--- config.mk ---
export PLATFORM = sky130hd
export DESIGN_NAME = pipe_hazard_ctrl_flat
export DESIGN_NICKNAME = d
export VERILOG_FILES = /design/src/rtl/pipe_hazard_if.sv /design/src/rtl/pipe_hazard_ctrl.sv /design/src/flat_wrapper.sv
export SDC_FILE = /design/constraint.sdc
export NUM_CORES = 1
export LEC_CHECK = 0
export CAP_MARGIN = 40
export CORE_ASPECT_RATIO = 0.8
export CORE_UTILIZATION = 52
export CTS_CLUSTER_DIAMETER = 80
export DETAILED_ROUTE_END_ITERATION = 6
export GPL_ROUTABILITY_DRIVEN = 0
export PLACE_DENSITY_LB_ADDON = 0.15
export SLEW_MARGIN = 20
export SYNTH_ARGS = -nofsm -noshare
export SYNTH_HDL_FRONTEND = slang
export SYNTH_SLANG_ARGS = --single-unit
export TNS_END_PERCENT = 30
--- constraint.sdc ---
create_clock -name Clk -period 5.8 [get_ports Clk]
set_clock_uncertainty 0.05 [all_clocks]
set_input_delay 1.45 -clock Clk [delete_from_list [all_inputs] [get_ports Clk]]
set_output_delay 1.45 -clock Clk [all_outputs]
set_load 0.005 [all_outputs]
--- src/rtl/pipe_hazard_if.sv ---
// ---------------------------------------------------------------------------
// pipe_hazard_if
//   Bundles the ID-stage instruction information, the data-memory busy flag
//   and every control output of pipe_hazard_ctrl.
//
//   Flow control: there is no valid/ready pair on this bus. id_valid qualifies
//   the ID fields in the same cycle (id_valid=0 means a NOP). mem_busy is pure
//   back-pressure from the data memory: while it is high the controller freezes
//   everything upstream of WB. The enables and bubbles returned by the
//   controller are combinational and apply at the next rising clock edge.
//
//   master : pipeline datapath side (drives ID info, consumes enables/selects)
//   slave  : hazard controller side
//
//   ID info  : id_valid, id_rs, id_rt, id_use_rs, id_use_rt, id_dst,
//              id_regwrite, id_load, id_branch, id_taken
//   Memory   : mem_busy
//   Control  : pc_en, ifid_en, ifid_flush, idex_en, idex_bubble, back_en,
//              wb_bubble, fwd_a_sel, fwd_b_sel
//   Counters : stall_cnt, flush_cnt
// ---------------------------------------------------------------------------
interface pipe_hazard_if #(
    parameter int MEM_STAGES = 1,
    parameter int REG_AW     = 5,
    parameter int CNT_W      = 16,
    parameter int FW         = $clog2(MEM_STAGES + 2)
);
    logic              id_valid;
    logic [REG_AW-1:0] id_rs;
    logic [REG_AW-1:0] id_rt;
    logic              id_use_rs;
    logic              id_use_rt;
    logic [REG_AW-1:0] id_dst;
    logic              id_regwrite;
    logic              id_load;
    logic              id_branch;
    logic              id_taken;
    logic              mem_busy;

    logic              pc_en;
    logic              ifid_en;
    logic              ifid_flush;
    logic              idex_en;
    logic              idex_bubble;
    logic              back_en;
    logic              wb_bubble;
    logic [FW-1:0]     fwd_a_sel;
    logic [FW-1:0]     fwd_b_sel;
    logic [CNT_W-1:0]  stall_cnt;
    logic [CNT_W-1:0]  flush_cnt;

    modport master (
        output id_valid, id_rs, id_rt, id_use_rs, id_use_rt, id_dst,
               id_regwrite, id_load, id_branch, id_taken, mem_busy,
        input  pc_en, ifid_en, ifid_flush, idex_en, idex_bubble, back_en,
               wb_bubble, fwd_a_sel, fwd_b_sel, stall_cnt, flush_cnt
    );

    modport slave (
        input  id_valid, id_rs, id_rt, id_use_rs, id_use_rt, id_dst,
               id_regwrite, id_load, id_branch, id_taken, mem_busy,
        output pc_en, ifid_en, ifid_flush, idex_en, idex_bubble, back_en,
               wb_bubble, fwd_a_sel, fwd_b_sel, stall_cnt, flush_cnt
    );
endinterface

--- src/rtl/pipe_hazard_ctrl.sv ---
// ---------------------------------------------------------------------------
// pipe_hazard_ctrl
//   Hazard / forwarding controller for a MIPS pipeline IF, ID, EX, M1..MN, WB
//   with N = MEM_STAGES data-memory stages. It keeps a shadow copy of the
//   dest/regwrite/load info of every stage from EX to WB and derives from it
//   the PC and pipe-register enables, bubbles, the IF/ID flush, the EX
//   forwarding selects and two saturating performance counters.
//
//   Ports
//     Clk : clock
//     Rst : asynchronous, active-high reset
//     bus : pipe_hazard_if.slave (ID info in, control/selects/counters out)
//
//   Shadow positions: p0 = EX, p1..pN = M1..MN, p(N+1) = WB.
//   Forward select k means "take the result held in position p_k".
// ---------------------------------------------------------------------------
module pipe_hazard_ctrl #(
    parameter int MEM_STAGES = 1,
    parameter int REG_AW     = 5,
    parameter int CNT_W      = 16,
    parameter int FW         = $clog2(MEM_STAGES + 2)
) (
    input  logic          Clk,
    input  logic          Rst,
    pipe_hazard_if.slave  bus
);
    localparam int NP = MEM_STAGES + 2;   // number of shadow positions
    localparam int WB = MEM_STAGES + 1;   // index of the WB position

    // Shadow state
    logic [NP-1:0]     valid_q, valid_d;
    logic [NP-1:0]     rw_q,    rw_d;
    logic [NP-1:0]     load_q,  load_d;
    logic [REG_AW-1:0] dst_q [NP];
    logic [REG_AW-1:0] dst_d [NP];
    logic [REG_AW-1:0] rs_q, rs_d, rt_q, rt_d;
    logic              use_rs_q, use_rs_d, use_rt_q, use_rt_d;
    logic [CNT_W-1:0]  stall_cnt_q, stall_cnt_d;
    logic [CNT_W-1:0]  flush_cnt_q, flush_cnt_d;

    // Hazard detection / control
    logic [NP-1:0]     hit_id;
    logic              load_stall, br_stall;
    logic              pc_en, ifid_en, ifid_flush, idex_en, idex_bubble;
    logic              back_en, wb_bubble;
    logic [FW-1:0]     fwd_a, fwd_b;

    // hit_id[k]: position k will write a register that the ID instruction
    // reads. r0 is never a real dependency.
    always_comb begin : hazard_detect
        hit_id     = '0;
        load_stall = 1'b0;
        br_stall   = 1'b0;
        for (int k = 0; k < NP; k++) begin
            if (valid_q[k] && rw_q[k] && (dst_q[k] != '0)) begin
                if ((bus.id_use_rs && (dst_q[k] == bus.id_rs)) ||
                    (bus.id_use_rt && (dst_q[k] == bus.id_rt))) begin
                    hit_id[k] = 1'b1;
                end
            end
        end
        // Load data only exists at WB, so a dependent instruction must wait
        // until the load has left the last memory stage.
        for (int k = 0; k < MEM_STAGES; k++) begin
            if (load_q[k] && hit_id[k]) begin
                load_stall = 1'b1;
            end
        end
        load_stall = load_stall && bus.id_valid;
        // Branches compare in ID from the register file, which is not
        // write-through: wait for the producer to leave WB entirely.
        br_stall = bus.id_valid && bus.id_branch && (|hit_id);
    end

    always_comb begin : control
        pc_en       = 1'b1;
        ifid_en     = 1'b1;
        ifid_flush  = 1'b0;
        idex_en     = 1'b1;
        idex_bubble = 1'b0;
        back_en     = 1'b1;
        wb_bubble   = 1'b0;
        if (Rst) begin
            // keep reset values while reset is asserted
        end else if (bus.mem_busy) begin
            // Freeze everything up to MN; a pending redirect waits too.
            pc_en     = 1'b0;
            ifid_en   = 1'b0;
            idex_en   = 1'b0;
            back_en   = 1'b0;
            wb_bubble = 1'b1;
        end else if (load_stall || br_stall) begin
            pc_en       = 1'b0;
            ifid_en     = 1'b0;
            idex_bubble = 1'b1;
        end else if (bus.id_taken) begin
            ifid_flush = 1'b1;
        end
    end

    // Walk from WB down to M1 so the youngest eligible producer wins.
    // Loads are only forwarded from WB.
    always_comb begin : forwarding
        fwd_a = '0;
        fwd_b = '0;
        for (int k = WB; k >= 1; k--) begin
            if (valid_q[k] && rw_q[k] && (dst_q[k] != '0) &&
                (!load_q[k] || (k == WB))) begin
                if (use_rs_q && (dst_q[k] == rs_q)) begin
                    fwd_a = FW'(k);
                end
                if (use_rt_q && (dst_q[k] == rt_q)) begin
                    fwd_b = FW'(k);
                end
            end
        end
    end

    always_comb begin : next_state
        valid_d  = valid_q;
        rw_d     = rw_q;
        load_d   = load_q;
        dst_d    = dst_q;
        rs_d     = rs_q;
        rt_d     = rt_q;
        use_rs_d = use_rs_q;
        use_rt_d = use_rt_q;
        if (back_en) begin
            for (int k = 0; k < MEM_STAGES; k++) begin
                valid_d[k+1] = valid_q[k];
                rw_d[k+1]    = rw_q[k];
                load_d[k+1]  = load_q[k];
                dst_d[k+1]   = dst_q[k];
            end
            valid_d[0] = bus.id_valid && !idex_bubble;
            rw_d[0]    = bus.id_regwrite;
            load_d[0]  = bus.id_load;
            dst_d[0]   = bus.id_dst;
            rs_d       = bus.id_rs;
            rt_d       = bus.id_rt;
            use_rs_d   = bus.id_use_rs;
            use_rt_d   = bus.id_use_rt;
        end
        // MN/WB loads every cycle; during a memory stall it receives a NOP.
        valid_d[WB] = valid_q[MEM_STAGES] && !wb_bubble;
        rw_d[WB]    = rw_q[MEM_STAGES];
        load_d[WB]  = load_q[MEM_STAGES];
        dst_d[WB]   = dst_q[MEM_STAGES];

        stall_cnt_d = stall_cnt_q;
        flush_cnt_d = flush_cnt_q;
        if (!pc_en && (stall_cnt_q != '1)) begin
            stall_cnt_d = stall_cnt_q + 1'b1;
        end
        if (ifid_flush && (flush_cnt_q != '1)) begin
            flush_cnt_d = flush_cnt_q + 1'b1;
        end
    end

    always_ff @(posedge Clk or posedge Rst) begin
        if (Rst) begin
            valid_q     <= '0;
            rw_q        <= '0;
            load_q      <= '0;
            for (int k = 0; k < NP; k++) begin
                dst_q[k] <= '0;
            end
            rs_q        <= '0;
            rt_q        <= '0;
            use_rs_q    <= 1'b0;
            use_rt_q    <= 1'b0;
            stall_cnt_q <= '0;
            flush_cnt_q <= '0;
        end else begin
            valid_q     <= valid_d;
            rw_q        <= rw_d;
            load_q      <= load_d;
            dst_q       <= dst_d;
            rs_q        <= rs_d;
            rt_q        <= rt_d;
            use_rs_q    <= use_rs_d;
            use_rt_q    <= use_rt_d;
            stall_cnt_q <= stall_cnt_d;
            flush_cnt_q <= flush_cnt_d;
        end
    end

    assign bus.pc_en       = pc_en;
    assign bus.ifid_en     = ifid_en;
    assign bus.ifid_flush  = ifid_flush;
    assign bus.idex_en     = idex_en;
    assign bus.idex_bubble = idex_bubble;
    assign bus.back_en     = back_en;
    assign bus.wb_bubble   = wb_bubble;
    assign bus.fwd_a_sel   = fwd_a;
    assign bus.fwd_b_sel   = fwd_b;
    assign bus.stall_cnt   = stall_cnt_q;
    assign bus.flush_cnt   = flush_cnt_q;
endmodule

--- src/flat_wrapper.sv ---
// flat-port wrapper written by rule: the top's interface ports become plain ports
module pipe_hazard_ctrl_flat 
#(
    parameter int MEM_STAGES = 1,
    parameter int REG_AW     = 5,
    parameter int CNT_W      = 16,
    parameter int FW         = $clog2(MEM_STAGES + 2)
)
  (Clk, Rst, bus_id_valid, bus_id_rs, bus_id_rt, bus_id_use_rs, bus_id_use_rt, bus_id_dst, bus_id_regwrite, bus_id_load, bus_id_branch, bus_id_taken, bus_mem_busy, bus_pc_en, bus_ifid_en, bus_ifid_flush, bus_idex_en, bus_idex_bubble, bus_back_en, bus_wb_bubble, bus_fwd_a_sel, bus_fwd_b_sel, bus_stall_cnt, bus_flush_cnt);
  pipe_hazard_if #(.MEM_STAGES(MEM_STAGES), .REG_AW(REG_AW), .CNT_W(CNT_W), .FW(FW)) bus_i ();
  input  logic Clk;
  input  logic Rst;
  input wire logic [$bits(bus_i.id_valid)-1:0] bus_id_valid;
  input wire logic [$bits(bus_i.id_rs)-1:0] bus_id_rs;
  input wire logic [$bits(bus_i.id_rt)-1:0] bus_id_rt;
  input wire logic [$bits(bus_i.id_use_rs)-1:0] bus_id_use_rs;
  input wire logic [$bits(bus_i.id_use_rt)-1:0] bus_id_use_rt;
  input wire logic [$bits(bus_i.id_dst)-1:0] bus_id_dst;
  input wire logic [$bits(bus_i.id_regwrite)-1:0] bus_id_regwrite;
  input wire logic [$bits(bus_i.id_load)-1:0] bus_id_load;
  input wire logic [$bits(bus_i.id_branch)-1:0] bus_id_branch;
  input wire logic [$bits(bus_i.id_taken)-1:0] bus_id_taken;
  input wire logic [$bits(bus_i.mem_busy)-1:0] bus_mem_busy;
  output wire logic [$bits(bus_i.pc_en)-1:0] bus_pc_en;
  output wire logic [$bits(bus_i.ifid_en)-1:0] bus_ifid_en;
  output wire logic [$bits(bus_i.ifid_flush)-1:0] bus_ifid_flush;
  output wire logic [$bits(bus_i.idex_en)-1:0] bus_idex_en;
  output wire logic [$bits(bus_i.idex_bubble)-1:0] bus_idex_bubble;
  output wire logic [$bits(bus_i.back_en)-1:0] bus_back_en;
  output wire logic [$bits(bus_i.wb_bubble)-1:0] bus_wb_bubble;
  output wire logic [$bits(bus_i.fwd_a_sel)-1:0] bus_fwd_a_sel;
  output wire logic [$bits(bus_i.fwd_b_sel)-1:0] bus_fwd_b_sel;
  output wire logic [$bits(bus_i.stall_cnt)-1:0] bus_stall_cnt;
  output wire logic [$bits(bus_i.flush_cnt)-1:0] bus_flush_cnt;
  assign bus_i.id_valid = bus_id_valid;
  assign bus_i.id_rs = bus_id_rs;
  assign bus_i.id_rt = bus_id_rt;
  assign bus_i.id_use_rs = bus_id_use_rs;
  assign bus_i.id_use_rt = bus_id_use_rt;
  assign bus_i.id_dst = bus_id_dst;
  assign bus_i.id_regwrite = bus_id_regwrite;
  assign bus_i.id_load = bus_id_load;
  assign bus_i.id_branch = bus_id_branch;
  assign bus_i.id_taken = bus_id_taken;
  assign bus_i.mem_busy = bus_mem_busy;
  assign bus_pc_en = bus_i.pc_en;
  assign bus_ifid_en = bus_i.ifid_en;
  assign bus_ifid_flush = bus_i.ifid_flush;
  assign bus_idex_en = bus_i.idex_en;
  assign bus_idex_bubble = bus_i.idex_bubble;
  assign bus_back_en = bus_i.back_en;
  assign bus_wb_bubble = bus_i.wb_bubble;
  assign bus_fwd_a_sel = bus_i.fwd_a_sel;
  assign bus_fwd_b_sel = bus_i.fwd_b_sel;
  assign bus_stall_cnt = bus_i.stall_cnt;
  assign bus_flush_cnt = bus_i.flush_cnt;
  pipe_hazard_ctrl #(.MEM_STAGES(MEM_STAGES), .REG_AW(REG_AW), .CNT_W(CNT_W), .FW(FW)) u_core (.Clk(Clk), .Rst(Rst), .bus(bus_i));
endmodule
==> results.sh <==
export IMPL_finalCritPeriodShare=0.903
export IMPL_grt_max_degree=68
export IMPL_synth_top_family_by_area="simple AND/OR/NAND/NOR gates"
export IMPL_drive_gt1_frac=0.0686
export IMPL_num_nets_final=460
export IMPL_seq_area_frac_synth=0.480
export IMPL_hpwl_um=5550
export IMPL_setup_tns_ns=0
export IMPL_worst_slew_pin_slew_ns=0.589
export IMPL_crit_fanout=4
export IMPL_die_area_um2=7060
export IMPL_required_ns=4.30
export IMPL_cts_tree="done"
export IMPL_multiInputGateArea_um2=1690
export IMPL_grtUsageTotal=0.247
export IMPL_worst_ep_arrival_time_ns=3.74
export IMPL_synthAdderAreaFrac=0.00716
export IMPL_clock_sinks=67
export IMPL_cap_violations=0
export IMPL_yosysUniqueCellTypes=40
export IMPL_status="finished clean"
export IMPL_rsz0062_at_grt="no"
export IMPL_crit_family="buffers and inverters"
export IMPL_pin_count=68
export IMPL_fill_cells=526
export IMPL_power_leakage_uw=0.00195
export IMPL_setup_violations=0
export IMPL_ys_ff_latch=67
export IMPL_worstPathCellList="clkdlybuf4s50_1 -> xnor2_1 -> nand4_1 -> o22ai_1 -> a222oi_1 -> buf_4 -> nand2b_1 -> nor2b_1 -> clkdlybuf4s50_1"
export IMPL_cts_buffers=9
export IMPL_synth_area_leader_cell="dfrtp_1"
export IMPL_post_cts_resized=0
export IMPL_yosys_warnings=0
export IMPL_ir_drop_v=0.000199
export IMPL_fmax_mhz=191
export IMPL_end_kind="primary output"
export IMPL_htree_levels=3
export IMPL_min_path_type="flip-flop to flip-flop"
export IMPL_wire_per_inst_um=15.4
export IMPL_clk_path_buf_depth=2
export IMPL_start_util=0.543
export IMPL_synth_top_flop_cell="dfrtp_1"
export IMPL_via_per_inst=5.41
export IMPL_postSynthAreaPerCell_um2=9.45
export IMPL_synthSimpleGateAreaFrac=0.238
export IMPL_period_minus_slack_ns=5.24
export IMPL_power_uw=1320
export IMPL_cts_setup_buffers=0
export IMPL_cpMostUsedCell="clkdlybuf4s50_1"
export IMPL_whs_ns=0.353
export IMPL_syn_area_um2=3500
export IMPL_antenna_cells=0
export IMPL_slew_headroom=0.604
export IMPL_drt_first_pass_iters=4
export IMPL_power_density_nw_per_um2=297
export IMPL_grt_pass1_vias=2641
export IMPL_final_util=0.692
export IMPL_crit_buf_inv=3
export IMPL_vias=2818
export IMPL_core_um2=6440
export IMPL_synth_top_cell_area_share=0.480
export IMPL_portBuffers=67
export IMPL_clock_latency_ns=0.35
export IMPL_grt_ovfl_total=0
export IMPL_synth_enable_flop_cells=0
export IMPL_yosysMostFrequentCell="nand2_1"
export IMPL_crit_slowest_cell="clkdlybuf4s50_1"
export IMPL_cts_root_buf="clkbuf_8"
export IMPL_cp_start_kind="input pin"
export IMPL_path_clk_slew_ns=0.07
export IMPL_syn_inst=370
export IMPL_fp_dieW_um=93.7
export IMPL_synthXorXnorAreaFrac=0.195
export IMPL_synthMuxAreaShare=0.0140
export IMPL_drt_initial_drc_count=163
export IMPL_antenna_found_initial=0
export IMPL_synth_commonest_cells="nand2_1 (101), dfrtp_1 (67), xnor2_1 (47)"
export IMPL_drv_slew=0
export IMPL_pre_cts_slack_ns=0.583
export IMPL_area_delta_synth_final_pct=27.5
export IMPL_grt_pass1_wl_um=12900
export IMPL_synth_area_leaders="dfrtp_1 (48%), xnor2_1 (12%), nand2_1 (11%), xor2_1 (7.8%), nand4_1 (2.5%)"
export IMPL_async_reset_ff_frac=1.00
export IMPL_cpPeakStageDelay_ns=0.54
export IMPL_synth_compound_area_share=0.0276
export IMPL_wl_um=8020
export IMPL_worst_slack_ns=0.562
export IMPL_postRouteAntennaNets=0
export IMPL_drcViolationCount=0
export IMPL_seq_area_um2=1680
export IMPL_cts_hold_buf=0
export IMPL_rows=26
export IMPL_hold_viol_final=0
export IMPL_worst_setup_path_type="input pin to primary output"
export IMPL_die_y_um=75.3
export IMPL_synth_nets=397
==> cell families after synthesis <==
kind of cell    count (synthesis)
mux                             4
simple gates                  178
buf+inv                        28
compound gates                 13
xor+xnor                       78
flops                          67
fa+ha+maj                       2
==> path summary, 6_finish.rpt <==
kind	startpoint	cells after the start	to	slack, ns
worst max-delay path	bus_id_rt[3]	9	bus_ifid_flush	0.56
worst min-delay path	u_core.rw_q[1]	0	u_core.rw_q[2]	0.35
worst max register to register	u_core.dst_q[0]	9	u_core.bus.stall_cnt[12]	2.84
worst min register to register	u_core.rw_q[1]	0	u_core.rw_q[2]	0.35
max in group asynchronous	Rst	4	u_core.bus.stall_cnt[4]	3.70
min in group asynchronous	Rst	3	u_core.bus.stall_cnt[12]	1.50
==> state kept, by name, summed over array words and instances (netlist names) <==
register / cells
u_core.bus.flush_cnt: 16
u_core.bus.stall_cnt: 16
u_core.dst_q: 10
u_core.dst_d: 5
u_core.rs_q: 5
u_core.rt_q: 5
u_core.rw_q: 3
u_core.valid_q: 3
u_core.load_q: 2
u_core.use_rs_q: 1
u_core.use_rt_q: 1
==> cells in the final DEF, fill, tap and decap left out, types with 2 or more instances in the layout <==
master | synthesis | layout
nand4_1 | 14 | 14
nor2_1 | 5 | 5
buf_4 | 3 | 6
xnor2_1 | 47 | 47
and3_1 | 5 | 5
nand3_1 | 15 | 15
dfrtp_1 | 67 | 67
mux2_2 | 2 | 2
nor3_1 | 11 | 11
nand2b_1 | 2 | 2
a21oi_1 | 2 | 2
bufinv_16 | 0 | 2
clkdlybuf4s50_1 | 0 | 67
inv_1 | 6 | 5
clkinv_2 | 0 | 2
xor2_1 | 31 | 31
o211ai_1 | 2 | 2
nor2b_1 | 2 | 2
ha_1 | 2 | 2
and2_1 | 2 | 2
and4_1 | 4 | 4
nand2_1 | 101 | 101
clkbuf_8 | 0 | 10
nor4_1 | 10 | 9
o22ai_1 | 3 | 3
==> final cells by class <==
type,instances,area share
Tap cell,84,0.0236
Sequential cell,67,0.376
Inverter,6,0.00505
Clock inverter,5,0.0174
Multi-Input combinational cell,275,0.380
Timing Repair Buffer,74,0.167
Clock buffer,10,0.0309
==> power by group <==
group,internal (uW),switching (uW)
registers,529,88.1
clock network,250,174
logic,170,112
total,949,375
==> metrics by stage <==
stage | instance area (um2) | cells
global route | 4460 | 521
CTS | 4430 | 520
floorplan | 3500 | 370
detailed placement | 4210 | 505
finish | 4460 | 521
global placement | 4210 | 504
==> metal layers <==
layer | routed length, um | GRT usage
met1 | 3540 | 0.321
met2 | 3870 | 0.392
met3 | 495 | 0.0749
met4 | 118 | 0.106
met5 | 0 | 0
Note: power is estimated with default switching activity, not from simulation.
